## src/rtl/sram_arbiter_ctrl.sv

```systemverilog
// ---------------------------------------------------------------------------
// sram_arbiter_ctrl
// Round-robin arbiter and strobe sequencer that gives two requesters (A, B)
// word access to a single 1024x32 SRAM macro. Each command runs IDLE -> CMD
// (one strobe cycle) and, for reads, one extra RWAIT cycle that captures the
// macro output into the owner's read-data register.
//
// Ports
//   clk_i, rst_i            clock, synchronous active-high reset
//   {a,b}_req_i             command request, payload held until granted
//   {a,b}_we_i              1 = write, 0 = read
//   {a,b}_addr_i            word address
//   {a,b}_be_i              byte enables (writes only)
//   {a,b}_wdata_i           write data
//   {a,b}_gnt_o             command accepted this cycle (IDLE only)
//   {a,b}_rvalid_o          one-cycle pulse, rdata valid
//   {a,b}_rdata_o           registered read data, held until next read
//   sram_addr_o/bm_o/din_o  macro address, per-bit write mask, write data
//   sram_men_o/wen_o/ren_o  macro strobes, active-high
//   sram_dout_i             macro read data, valid the cycle after REN
//
// state | meaning
// IDLE  | waiting for a request; grant is issued here
// CMD   | macro strobes asserted for the latched command
// RWAIT | macro output valid; capture into the owner's rdata register
// ---------------------------------------------------------------------------
module sram_arbiter_ctrl #(
  parameter int ADDR_W = 10,
  parameter int DATA_W = 32
) (
  input  logic              clk_i,
  input  logic              rst_i,

  input  logic              a_req_i,
  input  logic              a_we_i,
  input  logic [ADDR_W-1:0] a_addr_i,
  input  logic [3:0]        a_be_i,
  input  logic [DATA_W-1:0] a_wdata_i,
  output logic              a_gnt_o,
  output logic              a_rvalid_o,
  output logic [DATA_W-1:0] a_rdata_o,

  input  logic              b_req_i,
  input  logic              b_we_i,
  input  logic [ADDR_W-1:0] b_addr_i,
  input  logic [3:0]        b_be_i,
  input  logic [DATA_W-1:0] b_wdata_i,
  output logic              b_gnt_o,
  output logic              b_rvalid_o,
  output logic [DATA_W-1:0] b_rdata_o,

  output logic [ADDR_W-1:0] sram_addr_o,
  output logic [DATA_W-1:0] sram_bm_o,
  output logic [DATA_W-1:0] sram_din_o,
  output logic              sram_men_o,
  output logic              sram_wen_o,
  output logic              sram_ren_o,
  input  logic [DATA_W-1:0] sram_dout_i
);

  typedef enum logic [1:0] {
    IDLE  = 2'd0,
    CMD   = 2'd1,
    RWAIT = 2'd2
  } state_e;

  state_e state_q, state_d;
  logic   ptr_q, ptr_d;       // preferred port on a tie: 0 = A, 1 = B
  logic   owner_q, owner_d;   // port that owns the command in flight
  logic   we_q, we_d;

  logic              men_q, men_d;
  logic              wen_q, wen_d;
  logic              ren_q, ren_d;
  logic [ADDR_W-1:0] addr_q, addr_d;
  logic [DATA_W-1:0] bm_q, bm_d;
  logic [DATA_W-1:0] din_q, din_d;
  logic              a_rvalid_q, a_rvalid_d;
  logic              b_rvalid_q, b_rvalid_d;
  logic [DATA_W-1:0] a_rdata_q, a_rdata_d;
  logic [DATA_W-1:0] b_rdata_q, b_rdata_d;

  // Grant selection. A lone request wins outright; a tie goes to ptr_q.
  // Grants are suppressed while reset is asserted so nothing is accepted
  // that the reset would immediately discard.
  logic              gnt_any;
  logic              gnt_sel;
  logic              sel_we;
  logic [ADDR_W-1:0] sel_addr;
  logic [3:0]        sel_be;
  logic [DATA_W-1:0] sel_wdata;
  logic [DATA_W-1:0] sel_mask;

  always_comb begin
    gnt_any   = (state_q == IDLE) && !rst_i && (a_req_i || b_req_i);
    gnt_sel   = (a_req_i && b_req_i) ? ptr_q : b_req_i;
    sel_we    = gnt_sel ? b_we_i    : a_we_i;
    sel_addr  = gnt_sel ? b_addr_i  : a_addr_i;
    sel_be    = gnt_sel ? b_be_i    : a_be_i;
    sel_wdata = gnt_sel ? b_wdata_i : a_wdata_i;
    sel_mask  = '0;
    for (int i = 0; i < 4; i++) begin
      sel_mask[8*i +: 8] = {8{sel_be[i]}};
    end
  end

  assign a_gnt_o = gnt_any && !gnt_sel;
  assign b_gnt_o = gnt_any &&  gnt_sel;

  // State register (plus all output registers)
  always_ff @(posedge clk_i) begin
    if (rst_i) begin
      state_q    <= IDLE;
      ptr_q      <= 1'b0;
      owner_q    <= 1'b0;
      we_q       <= 1'b0;
      men_q      <= 1'b0;
      wen_q      <= 1'b0;
      ren_q      <= 1'b0;
      addr_q     <= '0;
      bm_q       <= '0;
      din_q      <= '0;
      a_rvalid_q <= 1'b0;
      b_rvalid_q <= 1'b0;
      a_rdata_q  <= '0;
      b_rdata_q  <= '0;
    end else begin
      state_q    <= state_d;
      ptr_q      <= ptr_d;
      owner_q    <= owner_d;
      we_q       <= we_d;
      men_q      <= men_d;
      wen_q      <= wen_d;
      ren_q      <= ren_d;
      addr_q     <= addr_d;
      bm_q       <= bm_d;
      din_q      <= din_d;
      a_rvalid_q <= a_rvalid_d;
      b_rvalid_q <= b_rvalid_d;
      a_rdata_q  <= a_rdata_d;
      b_rdata_q  <= b_rdata_d;
    end
  end

  // Next-state logic
  always_comb begin
    state_d = state_q;
    ptr_d   = ptr_q;
    owner_d = owner_q;
    we_d    = we_q;
    case (state_q)
      IDLE: begin
        if (gnt_any) begin
          state_d = CMD;
          ptr_d   = ~gnt_sel;
          owner_d = gnt_sel;
          we_d    = sel_we;
        end
      end
      CMD:     state_d = we_q ? IDLE : RWAIT;
      RWAIT:   state_d = IDLE;
      default: state_d = IDLE;
    endcase
  end

  // Output logic. The macro-facing registers are loaded on the grant edge,
  // so they hold the latched command for exactly the CMD cycle; the address,
  // mask and data then keep their values until the next grant.
  always_comb begin
    men_d      = 1'b0;
    wen_d      = 1'b0;
    ren_d      = 1'b0;
    addr_d     = addr_q;
    bm_d       = bm_q;
    din_d      = din_q;
    a_rvalid_d = 1'b0;
    b_rvalid_d = 1'b0;
    a_rdata_d  = a_rdata_q;
    b_rdata_d  = b_rdata_q;

    if (state_q == IDLE && gnt_any) begin
      men_d  = 1'b1;
      wen_d  = sel_we;
      ren_d  = ~sel_we;
      addr_d = sel_addr;
      bm_d   = sel_we ? sel_mask  : '0;
      din_d  = sel_we ? sel_wdata : '0;
    end

    if (state_q == RWAIT) begin
      if (owner_q) begin
        b_rdata_d  = sram_dout_i;
        b_rvalid_d = 1'b1;
      end else begin
        a_rdata_d  = sram_dout_i;
        a_rvalid_d = 1'b1;
      end
    end
  end

  assign sram_men_o  = men_q;
  assign sram_wen_o  = wen_q;
  assign sram_ren_o  = ren_q;
  assign sram_addr_o = addr_q;
  assign sram_bm_o   = bm_q;
  assign sram_din_o  = din_q;
  assign a_rvalid_o  = a_rvalid_q;
  assign b_rvalid_o  = b_rvalid_q;
  assign a_rdata_o   = a_rdata_q;
  assign b_rdata_o   = b_rdata_q;

endmodule

```

## config.mk

```make
export PLATFORM = sky130hd
export DESIGN_NAME = sram_arbiter_ctrl
export DESIGN_NICKNAME = d
export VERILOG_FILES = /design/src/rtl/sram_arbiter_ctrl.sv
export SDC_FILE = /design/constraint.sdc
export NUM_CORES = 1
export LEC_CHECK = 0
export CAP_MARGIN = 20
export CORE_MARGIN = 2
export CORE_UTILIZATION = 35
export DETAILED_ROUTE_END_ITERATION = 8
export PLACE_DENSITY = 0.76
export SLEW_MARGIN = 10
export SYNTH_ARGS = -nofsm -noshare
export SYNTH_HDL_FRONTEND = slang
export SYNTH_SLANG_ARGS = --single-unit
```

## constraint.sdc

```tcl
create_clock -name clk_i -period 1.7 [get_ports clk_i]
set_input_delay 0.255 -clock clk_i [delete_from_list [all_inputs] [get_ports clk_i]]
set_output_delay 0.255 -clock clk_i [all_outputs]
set_load 0.005 [all_outputs]
```

# Word level (Yosys, flattened, before mapping)
# Cells that the tools add are included.
[totals] latchBits=0 in_bits=130 rom_bits=0 mem_count=0 mem_bits_rw=0 output_inout_bits=145 ff_bits=148 wordCells=50
[classes] eq_ne=3 multipliers=0 shifts=0 n_reduce_logical=15 muxes=13 addsub=0 magnitude_cmp=0 div=0 bitwise=5
[op_table] operator="two-way mux 32 bit" n=3
[op_table] operator="two-way mux 10 bit" n=1
[op_table] operator="logical AND 1 bit" n=6
[op_table] operator="AND reduction 2 bit" n=3
[op_table] operator="two-way mux 1 bit" n=5
[op_table] operator="NOT 1 bit" n=5
[op_table] operator="two-way mux 2 bit" n=2
[op_table] operator="two-way mux 4 bit" n=1
[op_table] operator="one-hot mux 2 bit (2 select lines)" n=1
[op_table] operator="OR reduction 2 bit" n=2
[op_table] operator="== test 2 x 1 -> 1 bit, second input constant" n=1
[op_table] operator="== test 2 bit, second input constant" n=1
[op_table] operator="logical NOT 1 bit" n=2
[op_table] operator="logical NOT 2 bit" n=1
[op_table] operator="!= test 2 bit, second input constant" n=1
[op_table] operator="logical OR 1 bit" n=1

# Longest topological paths before layout
[logic_depth] depth_word=6 ltp_mapped=6 depth_no_buf=4

# Worst setup path after synthesis
# Ideal clock, no wire load.
[synth_timing] kind="reg-to-output" startpoint="register state_q[0]" endpoint="output port b_gnt_o" arrival_time_ps=1083 stages_incl_launch_ff=4 setup_slack_ps=362 path_buffers=0 required_ps=1445 cell_sequence="dfxtp_1 > o21bai_1 > or3_1 > nor3_1"
[synth_via] elab_chain_len=4
[synth_lines] item="from (decl)" line="67" rtl="state_e state_q, state_d;"
[synth_lines] item="from (signal assigned)" line="128" rtl="state_q <= state_d;"
[synth_lines] item="logical NOT 2 bit" line="95" rtl="gnt_any = (state_q == IDLE) && !rst_i && (a_req_i || b_req_i);"
[synth_lines] item="logical AND 1 bit (2 in series)" line="95"
[synth_lines] item="logical AND 1 bit" line="108" rtl="assign b_gnt_o = gnt_any && gnt_sel;"
[synth_lines] item="to (decl)" line="48" rtl="output logic b_gnt_o,"
# No other way between the ends.

# Worst setup path after layout
# Same ends and word-level chain as after synthesis.

==> reports/metrics.cfg <==
[worst_setup_path]
slowest_delay_ns = 0.36
critPathCaptureType = output port
crit_slowest_cell = or3_4
worstSetupEndpoint = b_gnt_o
crit_type = flip-flop to output port
rr_endpoint = we_q
setup.worst_path.start = state_q[0]
arrival_ns = 1.52
critPathBufInv = 1
reg2reg_depth = 4
r2r_slack_ns = 0.22
crit_chain = o21bai_4 > or3_4 > nor3_2 > buf_2
critPathMaxFanout = 3
cp.required_ns = 1.44
crit_path_start_kind = flip-flop
cpLargestDelayFamily = simple AND/OR/NAND/NOR gates
crit-reg2reg-launch = ptr_q
critical_path_depth = 4

[logic_synthesis]
netlist_instances = 622
synth_mux_area_frac = 0
synthDistinctLibCells = 30
synth_top_area_cell = dfxtp_1
synth_compound_area_frac = 0.261
synth-seq-area-share = 0.469
syn_area_mm2 = 0.00512
avgSynthCellArea_um2 = 8.24
ys_seq_elements = 120
synth_top_family_by_area = compound AO/OA/AOI/OAI gates
synth_top_area_frac = 0.469
synth-simple-area-share = 0.161
synth_xor_area_frac = 0
yosys-top-cells-area = dfxtp_1, a21oi_1, nand2_1, a311oi_1, o211ai_1
synthesis.nets = 752
synth_fa_ha_area_frac = 0
ys_warn_count = 0

[die]
start_util = 0.355
core.rowCount = 44
io_pins = 275
core_area_mm2 = 0.0144
die_y_um = 125
chipWidth_um = 125
die_area_mm2 = 0.0156

[sta]
finalSetupViolCount = 2
max-slew-margin-rel = 0.463
fmax_mhz = 565
final.min_clock_period_ns = 1.77
worstMarginPinSlew_ns = 0.805
hold_violations = 0
rsz0062_at_grt = true
fin_crit_sh = 1.04
timing.final.ws_setup_ns = -0.0707
timing.hold.ws_ns = 0.319
slew_viol_final = 0
skew_ns = 0.00726

[layout]
nFillCells = 1271
nets = 982
layout_commonest_cell = clkdlybuf4s50_1
layout_common_cells = clkdlybuf4s50_1, nand2_1, dfxtp_1
diodes = 0
final_area_mm2 = 0.00855
drive_gt1_frac = 0.0960
area_growth_pct = 66.8

[clocking]
cts_tree = built
holdBufCountCts = 0
clock-root-buffer = clkbuf_16
cts_sinks = 120
h-tree-depth = 4
clock_path_buffers = 2
insertion_delay_ns = 0.41
cts_inserted_buffers = 17
postCtsSetupBuffers = 0
clkTransAtPathRegs_ns = 0.05

[hold_path]
hold_path_class = input port to flip-flop

[route]
drt_iter0_markers = 380
vias_per_cell = 5.23
wl_per_cell_um = 16.8
drt_wl_total_um = 17700
drc = 0
first_pass_iters = 5
drtAntennaViolNets = 0
via_count = 5490

[pwr]
power.internal_uw = 6100
finalPower_uw = 8230
combPwrFrac = 0.197
peakVddDrop_uv = 612
p_leak_uw = 0.00291
p_seq_frac = 0.378
pwr-share-clk = 0.425
powerDensity_mw_per_mm2 = 963
p_switching_uw = 2130
switching_share = 0.259

[global_routing]
met3_usage = 0.0685
grt_usage = 0.221
grt.overflow.total = 0
grt.met1_usage = 0.274
grt.busiest_layer = met2
grt_pass1_vias = 5302
grt_max_degree = 76
antenna_found_initial = 0
grt_pass1_wl_um = 27900
grtUsageMet2 = 0.362

[run]
maxCapViolCount = 0

[status]
violations = negative setup slack
status = finished, violations left

[placed_design]
portBuffers = 274
hpwl_um = 12000
gp_congestion = 0.814
dpl_cell_area_mm2 = 0.00794

[routing by layer]
layer,vias up,wire [um]
li1,2666,-
met1,2551,7460
met2,255,8500
met3,18,1460
met4,0,254
met5,-,0
[how the worst min path moves through the flow]
stage | from | end | slack [ns] | cells after the start
2_1_floorplan | sram_dout_i[0] | a_rdata_o[0] | 0.39 | 2
3_3_place_gp | we_q | state_q[1] | 0.41 | 1
3_5_place_dp | we_q | state_q[1] | 0.43 | 1
4_1_cts | rst_i | sram_men_o | 0.30 | 4
5_1_grt | rst_i | sram_men_o | 0.32 | 4
6_report | rst_i | sram_men_o | 0.32 | 4
[power groups by stage]
stage                     sequential (uW)  clock, uW  combinational (uW)
after floorplan                      3160          0                 673
after global placement               3160          0                1610
after detailed placement             3160          0                1610
after CTS                            3110       3590                1630
after global routing                 3130       3700                1740
final                                3110       3500                1620
[layout make-up]
cell class	count	area (um^2)	area share
Clock inverter	15	153	0.0179
Tap cell	184	230	0.0269
Clock buffer	17	425	0.0498
Inverter	4	15.0	0.00176
Sequential cell	120	2410	0.282
Multi-Input combinational cell	403	2210	0.258
Timing Repair Buffer	306	3110	0.364
[sequential cells by signal (all words and copies together), names as in the netlist]
| signal | flops |
|---|---|
| owner_q | 1 |
| sram_addr_o | 10 |
| we_q | 1 |
| ptr_q | 1 |
| a_rvalid_o | 1 |
| sram_men_o | 1 |
| sram_ren_o | 1 |
| sram_din_o | 32 |
| b_rvalid_o | 1 |
| sram_bm_o | 4 |
| sram_wen_o | 1 |
| b_rdata_o | 32 |
| a_rdata_o | 32 |
| state_q | 2 |
[per-stage QoR]
step                       util  worst slack [ns]  instances  TNS, ns
after detailed placement  0.551            -0.488       1017    -8.30
after CTS                 0.592            -0.118       1049   -0.221
final                     0.593           -0.0707       1049   -0.136
after floorplan               -             0.362        622        0
after global routing      0.593            -0.117       1049   -0.231
after global placement    0.551            -0.491       1017    -6.39
[worst register-to-register path: cells and delay by family, from the launching register on]
kind / cells / cell delay (ns)
simple gates: 1 / 0.25
flops: 1 / 0.35
compound gates: 2 / 0.48
buf+inv: 1 / 0.23
[cell usage after synthesis]
| cell type | number |
|---|---|
| and2b_1 | 1 |
| nand4_1 | 1 |
| o21ai_1 | 2 |
| clkbuf_1 | 29 |
| nand2b_1 | 1 |
| buf_6 | 5 |
| buf_4 | 31 |
| nand3b_1 | 1 |
| inv_2 | 1 |
| nor3b_1 | 1 |
| inv_1 | 3 |
| nand3_1 | 46 |
| o211ai_1 | 36 |
| or3b_1 | 1 |
| nor2_1 | 3 |
| nor3b_2 | 1 |
| dfxtp_1 | 120 |
| o21ai_0 | 10 |
| nor4b_1 | 1 |
| and3_1 | 1 |
| o21ba_2 | 1 |
| nor3_1 | 1 |
| a311oi_1 | 47 |
| buf_2 | 30 |
| or3_1 | 1 |
| a21oi_1 | 115 |
| and3b_1 | 1 |
| nand2_1 | 129 |
| and2_1 | 1 |
| o21bai_1 | 1 |
[what timing repair did]
action                     in CTS  in global routing
setup endpoints to repair      34                  3
pin swaps                       2                  1
gates resized for setup        18                  1
[cell families after synthesis]
logic type,Yosys count
AOI/OAI and AO/OA,212
buffers and inverters,99
DFF,120
and+or+nand+nor,191
(Power assumes the default switching activity.)
